`src/rtl/ram_fifo_ctrl_if.sv`:
```
// Push/pop byte-stream handshake plus the ram1k drive bundle of the FIFO controller.
// The master side is the requester together with the RAM. The slave side is the controller.
interface ram_fifo_ctrl_if #(
    parameter int DW = 8,
    parameter int AW = 10
);
    logic          push;
    logic [DW-1:0] wr_data;
    logic          push_rdy;
    logic          pop;
    logic          pop_valid;
    logic [DW-1:0] pop_data;
    logic          full;
    logic          empty;
    logic [AW:0]   count;
    logic          ram_en;
    logic          ram_rw;
    logic [AW-1:0] ram_addr;
    logic [DW-1:0] ram_din;
    logic [DW-1:0] ram_dout;

    modport master (
        output push, wr_data, pop, ram_dout,
        input  push_rdy, pop_valid, pop_data, full, empty, count,
               ram_en, ram_rw, ram_addr, ram_din
    );

    modport slave (
        input  push, wr_data, pop, ram_dout,
        output push_rdy, pop_valid, pop_data, full, empty, count,
               ram_en, ram_rw, ram_addr, ram_din
    );
endinterface

```
`src/rtl/ram_fifo_ctrl.sv`:
```
// FIFO controller in front of a 1K x 8 single-port RAM. Pop data arrives 1 cycle after the pop fires.
// Pop owns the RAM port, so a pop that fires holds off a push in the same cycle (push_rdy=0).
module ram_fifo_ctrl #(
    parameter int DW    = 8,
    parameter int AW    = 10,
    parameter int DEPTH = 1024
) (
    input  logic           clk,
    input  logic           rst,
    ram_fifo_ctrl_if.slave bus
);
    localparam logic [AW:0] DEPTH_C = (AW+1)'(DEPTH);

    logic [AW-1:0] wr_ptr_q, wr_ptr_d;
    logic [AW-1:0] rd_ptr_q, rd_ptr_d;
    logic [AW:0]   count_q, count_d;
    logic          pop_valid_q, pop_valid_d;
    logic          full, empty;
    logic          pop_fire, push_rdy, push_fire;

    assign full      = (count_q == DEPTH_C);
    assign empty     = (count_q == '0);
    assign pop_fire  = bus.pop && !empty && !rst;
    assign push_rdy  = !full && !pop_fire && !rst;
    assign push_fire = bus.push && push_rdy;

    assign bus.push_rdy  = push_rdy;
    assign bus.full      = full;
    assign bus.empty     = empty;
    assign bus.count     = count_q;
    assign bus.pop_valid = pop_valid_q;
    // The RAM floats its output when idle, so gate it off outside a valid read.
    assign bus.pop_data  = pop_valid_q ? bus.ram_dout : '0;

    always_comb begin
        bus.ram_en   = 1'b0;
        bus.ram_rw   = 1'b0;
        bus.ram_addr = '0;
        bus.ram_din  = '0;
        if (pop_fire) begin
            bus.ram_en   = 1'b1;
            bus.ram_addr = rd_ptr_q;
        end else if (push_fire) begin
            bus.ram_en   = 1'b1;
            bus.ram_rw   = 1'b1;
            bus.ram_addr = wr_ptr_q;
            bus.ram_din  = bus.wr_data;
        end
    end

    always_comb begin
        wr_ptr_d    = wr_ptr_q;
        rd_ptr_d    = rd_ptr_q;
        count_d     = count_q;
        pop_valid_d = pop_fire;
        if (push_fire) begin
            wr_ptr_d = wr_ptr_q + AW'(1);
            count_d  = count_q + (AW+1)'(1);
        end
        if (pop_fire) begin
            rd_ptr_d = rd_ptr_q + AW'(1);
            count_d  = count_q - (AW+1)'(1);
        end
    end

    always_ff @(posedge clk) begin
        if (rst) begin
            wr_ptr_q    <= '0;
            rd_ptr_q    <= '0;
            count_q     <= '0;
            pop_valid_q <= 1'b0;
        end else begin
            wr_ptr_q    <= wr_ptr_d;
            rd_ptr_q    <= rd_ptr_d;
            count_q     <= count_d;
            pop_valid_q <= pop_valid_d;
        end
    end
endmodule

```
`src/flat_wrapper.sv`:
```
// flat-port wrapper written by rule: the top's interface ports become plain ports
module ram_fifo_ctrl_flat 
#(
    parameter int DW    = 8,
    parameter int AW    = 10,
    parameter int DEPTH = 1024
)
  (clk, rst, bus_push, bus_wr_data, bus_pop, bus_ram_dout, bus_push_rdy, bus_pop_valid, bus_pop_data, bus_full, bus_empty, bus_count, bus_ram_en, bus_ram_rw, bus_ram_addr, bus_ram_din);
  ram_fifo_ctrl_if #(.DW(DW), .AW(AW)) bus_i ();
  input  logic clk;
  input  logic rst;
  input wire logic [$bits(bus_i.push)-1:0] bus_push;
  input wire logic [$bits(bus_i.wr_data)-1:0] bus_wr_data;
  input wire logic [$bits(bus_i.pop)-1:0] bus_pop;
  input wire logic [$bits(bus_i.ram_dout)-1:0] bus_ram_dout;
  output wire logic [$bits(bus_i.push_rdy)-1:0] bus_push_rdy;
  output wire logic [$bits(bus_i.pop_valid)-1:0] bus_pop_valid;
  output wire logic [$bits(bus_i.pop_data)-1:0] bus_pop_data;
  output wire logic [$bits(bus_i.full)-1:0] bus_full;
  output wire logic [$bits(bus_i.empty)-1:0] bus_empty;
  output wire logic [$bits(bus_i.count)-1:0] bus_count;
  output wire logic [$bits(bus_i.ram_en)-1:0] bus_ram_en;
  output wire logic [$bits(bus_i.ram_rw)-1:0] bus_ram_rw;
  output wire logic [$bits(bus_i.ram_addr)-1:0] bus_ram_addr;
  output wire logic [$bits(bus_i.ram_din)-1:0] bus_ram_din;
  assign bus_i.push = bus_push;
  assign bus_i.wr_data = bus_wr_data;
  assign bus_i.pop = bus_pop;
  assign bus_i.ram_dout = bus_ram_dout;
  assign bus_push_rdy = bus_i.push_rdy;
  assign bus_pop_valid = bus_i.pop_valid;
  assign bus_pop_data = bus_i.pop_data;
  assign bus_full = bus_i.full;
  assign bus_empty = bus_i.empty;
  assign bus_count = bus_i.count;
  assign bus_ram_en = bus_i.ram_en;
  assign bus_ram_rw = bus_i.ram_rw;
  assign bus_ram_addr = bus_i.ram_addr;
  assign bus_ram_din = bus_i.ram_din;
  ram_fifo_ctrl #(.DW(DW), .AW(AW), .DEPTH(DEPTH)) u_core (.clk(clk), .rst(rst), .bus(bus_i));
endmodule
```
`config.mk`:
```
export PLATFORM = sky130hd
export DESIGN_NAME = ram_fifo_ctrl_flat
export DESIGN_NICKNAME = d
export VERILOG_FILES = /design/src/rtl/ram_fifo_ctrl_if.sv /design/src/rtl/ram_fifo_ctrl.sv /design/src/flat_wrapper.sv
export SDC_FILE = /design/constraint.sdc
export NUM_CORES = 1
export LEC_CHECK = 0
export CORE_MARGIN = 5
export CORE_UTILIZATION = 40
export CTS_CLUSTER_DIAMETER = 120
export DETAILED_ROUTE_END_ITERATION = 10
export GPL_TIMING_DRIVEN = 0
export PLACE_DENSITY = 0.81
export SLEW_MARGIN = 20
export SYNTH_ARGS = -nofsm -noshare
export SYNTH_HDL_FRONTEND = slang
export SYNTH_SLANG_ARGS = --single-unit
```
`constraint.sdc`:
```
create_clock -name clk -period 3.56 [get_ports clk]
set_input_delay 0.534 -clock clk [delete_from_list [all_inputs] [get_ports clk]]
set_output_delay 0.534 -clock clk [all_outputs]
set_load 0.01 [all_outputs]
```
### Word-level counts from Yosys, hierarchy flattened

Cells that the tools add are included.

| storage, ports and cells | value |
|---|---|
| register bits | 32 |
| bits in latches | 0 |
| memory bits (writable) | 0 |
| bits in read-only memories | 0 |
| output and inout bits | 43 |
| memories | 0 |

| operators by class | value |
|---|---|
| add/subtract/negate cells | 4 |
| $mul | 0 |
| divide/modulo/power cells | 0 |
| $lt $le $gt $ge | 0 |
| eq/ne operators | 1 |
| shift operators | 0 |
| multiplexer cells | 10 |
| bitwise gates (word level) | 0 |
| reductions and logical operators | 11 |

Operator list:

| kind | count |
|---|---|
| $mux W8 | 3 |
| $mux W11 | 2 |
| $add A10 B1 Y10 const B | 2 |
| $mux W10 | 2 |
| $add A11 B1 Y11 const B | 1 |
| $eq A11 B11 Y1 const B | 1 |
| $logic_not A11 Y1 | 1 |
| $sub A11 B1 Y11 const B | 1 |
| $logic_and A1 B1 Y1 | 5 |
| $logic_not A1 Y1 | 4 |
| $mux W1 | 3 |
| $reduce_bool A2 Y1 | 1 |

### Logic depth before layout (Yosys ltp)

| logic depth | value |
|---|---|
| depth in word-level cells | 10 |
| mapped depth | 12 |
| mapped depth without buffers | 10 |

### Least setup slack after synthesis

OpenSTA, ideal clock, no wires.

| path | value |
|---|---|
| path kind | input-to-reg |
| start | input port rst |
| end | register u_core.count_q[10], in the netlist u_core.bus.count[10] |
| library setup time | 0.133 ns |
| arrival | 3.015 ns |
| setup slack | 0.412 ns |
| stages on the path | 12 |
| path buffers | 2 |
| cell sequence | clkbuf_1 > nand2b_1 > a41oi_1 > clkbuf_1 > inv_1 > fa_1 > nor2b_1 > o31a_1 > o21ai_0 > a31oi_1 > mux2i_1 > a211oi_1 |

| between the ends | value |
|---|---|
| longest elaborated chain between the ends | 7 |
| elaborated cells between the ends (all ways) | 8 |

RTL lines:

| what | RTL line | source |
|---|---|---|
| from (decl) | flat_wrapper.sv:11 | `input logic rst;` |
| $logic_not A1 Y1 (*) | ram_fifo_ctrl.sv:23 | `assign pop_fire = bus.pop && !empty && !rst;` |
| $logic_and A1 B1 Y1 (*) | ram_fifo_ctrl.sv:23 |  |
| named net u_core.pop_fire | ram_fifo_ctrl.sv:19 | `logic pop_fire, push_rdy, push_fire;` |
| $logic_not A1 Y1 | ram_fifo_ctrl.sv:24 | `assign push_rdy = !full && !pop_fire && !rst;` |
| $logic_and A1 B1 Y1 (2 in series) | ram_fifo_ctrl.sv:24 |  |
| $logic_and A1 B1 Y1 | ram_fifo_ctrl.sv:25 | `assign push_fire = bus.push && push_rdy;` |
| $reduce_bool A2 Y1 (no source line) | -- |  |
| to (signal assigned) | ram_fifo_ctrl.sv:75 | `count_q <= count_d;` |
| to (decl) | ram_fifo_ctrl.sv:16 | `logic [AW:0] count_q, count_d;` |

The timed path passes the listed nets; every way through them passes the cells marked *.
A chain may end at the register's enable or synchronous reset.

### Final worst setup path

| path | value |
|---|---|
| start | register u_core.count_q[0], in the netlist u_core.bus.count[0] |
| end | output port bus_ram_addr[1] |

| between the ends | value |
|---|---|
| longest elaborated chain between the ends | 10 |
| elaborated cells between the ends (all ways) | 12 |

RTL lines:

| what | RTL line | source |
|---|---|---|
| $logic_not A11 Y1 | ram_fifo_ctrl.sv:22 | `assign empty = (count_q == '0);` |
| $logic_not A1 Y1 | ram_fifo_ctrl.sv:23 |  |
| $logic_and A1 B1 Y1 (2 in series) | ram_fifo_ctrl.sv:23 |  |
| $logic_not A1 Y1 | ram_fifo_ctrl.sv:24 |  |
| $logic_and A1 B1 Y1 (2 in series) | ram_fifo_ctrl.sv:24 |  |
| $logic_and A1 B1 Y1 | ram_fifo_ctrl.sv:25 |  |
| $mux W10 | ram_fifo_ctrl.sv:43 | `end else if (push_fire) begin` |
| $mux W10 (*) | ram_fifo_ctrl.sv:40 | `if (pop_fire) begin` |
| to (decl) | flat_wrapper.sv:24 | `output wire logic [$bits(bus_i.ram_addr)-1:0] bus_ram_addr;` |

Every way passes the cells marked *; elsewhere a longest branch is shown, timed or not.

==> reports/results.tsv <==
stage	metric	value	unit
outcome	status	finished, final reports clean	
finish	Layout area overhead	39.3	%
worst_setup_path	critical path arrival	2.89	ns
timing	setup violators final	0	
clock_network	setup bufs post-CTS	0	
timing	period utilization	0.962	
yosys	Synthesized Nets	273	
power	Lkg Pwr	0.00107	uW
global_route	first-pass GRT wire length	8800	um
power	sw frac	0.371	
finish	ANT cells	0	
yosys	top cells by count, synth	dfxtp_1, nor2_1, and2_1, nand2_1, xor2_1	
route	DR WL/cell	14.1	um
timing	Worst-Margin Slew	0.535	ns
worst_setup_path	WP data required	3.03	ns
power	Pwr Density	491	mW/mm2
yosys	Warnings, synthesis	0	
clock_network	worst skew pair latency	0.28	ns
clock_network	Post-CTS Hold Buffers	0	
route	DR pass1 iterations	4	
place	pre-CTS setup slack	-0.558	ns
worst_setup_path	Startpoint Class	flip-flop	
place	RD Place Congestion	0.837	
worst_setup_path	Crit. End Element	output port	
route	DR DRC count	0	
global_route	initial antenna violation count	0	
route	final wirelength	5360	um
timing	Rel. slew slack	0.643	
floorplanning	area of the die	0.00669	mm2
yosys	cell area after synthesis	0.00206	mm2
yosys	synth unique cells	45	
yosys	most frequent cell after synthesis	dfxtp_1	
clock_network	Root Buffer Master	clkbuf_8	
yosys	async set or reset register ratio after synthesis	0	
worst_setup_path	crit path kind	flip-flop to output port	
clock_network	CTS sink cnt	32	
worst_setup_path	Max FO, Critical Path	10	
timing	RSZ-0062 raised after global routing	false	
timing	Achievable Freq	292	MHz
place	half-perimeter wire length after placement	4100	um
place	dpl cell area	0.00276	mm2
global_route	grt ovf	0	
timing	setup ws final	0.137	ns
route	1st-iter DRT viols	130	
yosys	syn avg cell area	8.55	um2
clock_network	CTS Buf Count	5	
hold_path	Hold/Removal Path Class	flip-flop to flip-flop	
yosys	EDFF count, synth	0	
global_route	largest net degree at the start of global routing	19	
place	Port Buffers	61	
power	register share of total power	0.332	
floorplanning	Initial Util	0.409	
route	drt via density	5.23	
yosys	post-synthesis sequential area ratio	0.311	
clock_network	Max clock buf depth	2	
floorplanning	die width	81.8	um
clock_network	TritonCTS clock tree	built	
clock_network	H-tree levels	2	
floorplanning	area of the core	0.00504	mm2
timing	Fin. Hold Viols	0	
global_route	vias in the first global route	1961	
power	Internal	887	uW
yosys	Primary FF master, synth	dfxtp_1	
yosys	#FFs+latches synth	32	
route	antenna-violating nets left	0	
floorplanning	row count	26	
power	peak supply drop	0.292	mV
power	clock share of power	0.210	
job	max cap viols	0	
timing	Setup TNS	0	ns
yosys	top-area cell type share of the netlist area	0.311	
yosys	largest area contributor in the netlist	dfxtp_1	
timing	Max Slew Vio Count	0	
floorplanning	I/O pins	63	
finish	Nets	341	
finish	fin area	0.00287	mm2
power	Psw	523	uW
clock_network	clock-pin transition on the worst setup and hold timing paths	0.07	ns
yosys	Gate Count Post-Synth	241	
finish	share of cells above drive strength 1	0.0677	
finish	fin util	0.569	
route	via count	1987	
timing	fin crit period	3.42	ns
global_route	Total GRT Usage	0.167	
power	Comb power frac	0.458	
power	Design Power	1410	uW
yosys	top cells by area, synth	dfxtp_1, ha_1, xor2_1, and2_1, nor2_1	
floorplanning	Die H	81.8	um
timing	clock skew	0.00536	ns
sequential cells by signal, indices dropped and copies added, names as in the netlist:
signal	flops
u_core.rd_ptr_q	10
u_core.bus.count	11
u_core.wr_ptr_q	10
u_core.bus.pop_valid	1
cell families (layout without fill, tap and decap cells):
family,count (synthesis),count (layout),share of synthesized area
multiplexers,3,3,0.0146
XOR/XNOR,21,21,0.0893
flip-flops,32,32,0.311
adder cells (fa/ha/maj),12,12,0.0765
AND/OR/NAND/NOR,100,100,0.270
buffers and inverters,20,89,0.0492
AO/OA/AOI/OAI,53,53,0.190
routing by layer:
| layer | vias up | track usage | part of all wire |
|---|---|---|---|
| li1 | 992 | - | - |
| met1 | 921 | 0.187 | 0.42 |
| met2 | 69 | 0.299 | 0.48 |
| met3 | 5 | 0.0581 | 0.083 |
| met4 | 0 | 0.0432 | 0.0099 |
| met5 | - | 0 | 0 |
layout by cell type (no fill, tap or decap), types with 2 or more instances in the layout:
master / count
clkdlybuf4s50_1: 61
dfxtp_1: 32
nor2_1: 29
and2_1: 18
nand2_1: 16
xor2_1: 13
ha_1: 11
a22o_1: 9
clkbuf_1: 8
nand4_1: 8
xnor2_1: 8
o21ai_0: 8
inv_1: 7
a211oi_1: 7
a21oi_1: 7
nand3_1: 6
clkbuf_8: 6
o21a_1: 5
or3_1: 4
nand3b_1: 4
and3_1: 4
buf_6: 3
and4_1: 3
mux2i_1: 3
nor4_4: 2
nand2b_1: 2
buf_4: 2
a21o_1: 2
o21ai_1: 2
worst paths after layout:
path,start,cells past startpoint,to,slack (ns)
max,u_core.bus.count[0],7,bus_ram_addr[1],0.14
min,u_core.bus.count[5],2,u_core.bus.count[5],0.49
max reg2reg,u_core.bus.count[0],10,u_core.bus.count[10],0.41
min reg2reg,u_core.bus.count[5],2,u_core.bus.count[5],0.49
per-stage QoR:
stage	hold WS [ns]	std cells
CTS	0.497	380
global route	0.524	380
finish	0.494	380
detailed placement	0.486	372
floorplan	0.471	241
global placement	0.480	372
what timing repair did:
action                                  in CTS  in global routing
pin swaps                                    0                  1
gates resized for setup                      2                  4
endpoints found under the setup margin      11                  4
area by class of cell:
type / instances / area (um2)
multi-input combinational: 189 / 1330
buffer: 12 / 75.1
inverter: 8 / 30.0
sequential: 32 / 641
clock inverter: 1 / 7.51
timing repair buffer: 61 / 611
tap: 70 / 87.6
fill: 444 / 2170
clock buffer: 7 / 86.3
power by group through the flow:
| stage | clock, uW | combinational (uW) | sequential, uW |
|---|---|---|---|
| after detailed placement | 0 | 634 | 474 |
| after CTS | 300 | 639 | 467 |
| after floorplan | 0 | 383 | 477 |
| final | 295 | 646 | 468 |
| after global routing | 317 | 704 | 476 |
| after global placement | 0 | 622 | 474 |
worst max-delay path, stage by stage (launching register included):
cell and delay, ns:
dfxtp_1 0.39, nor4_4 0.46, nand3_2 0.20, a2111oi_4 0.51, buf_6 0.21, buf_6 0.14
a22o_1 0.14, clkdlybuf4s50_1 0.54
Note: power is estimated with default switching activity, not from simulation.
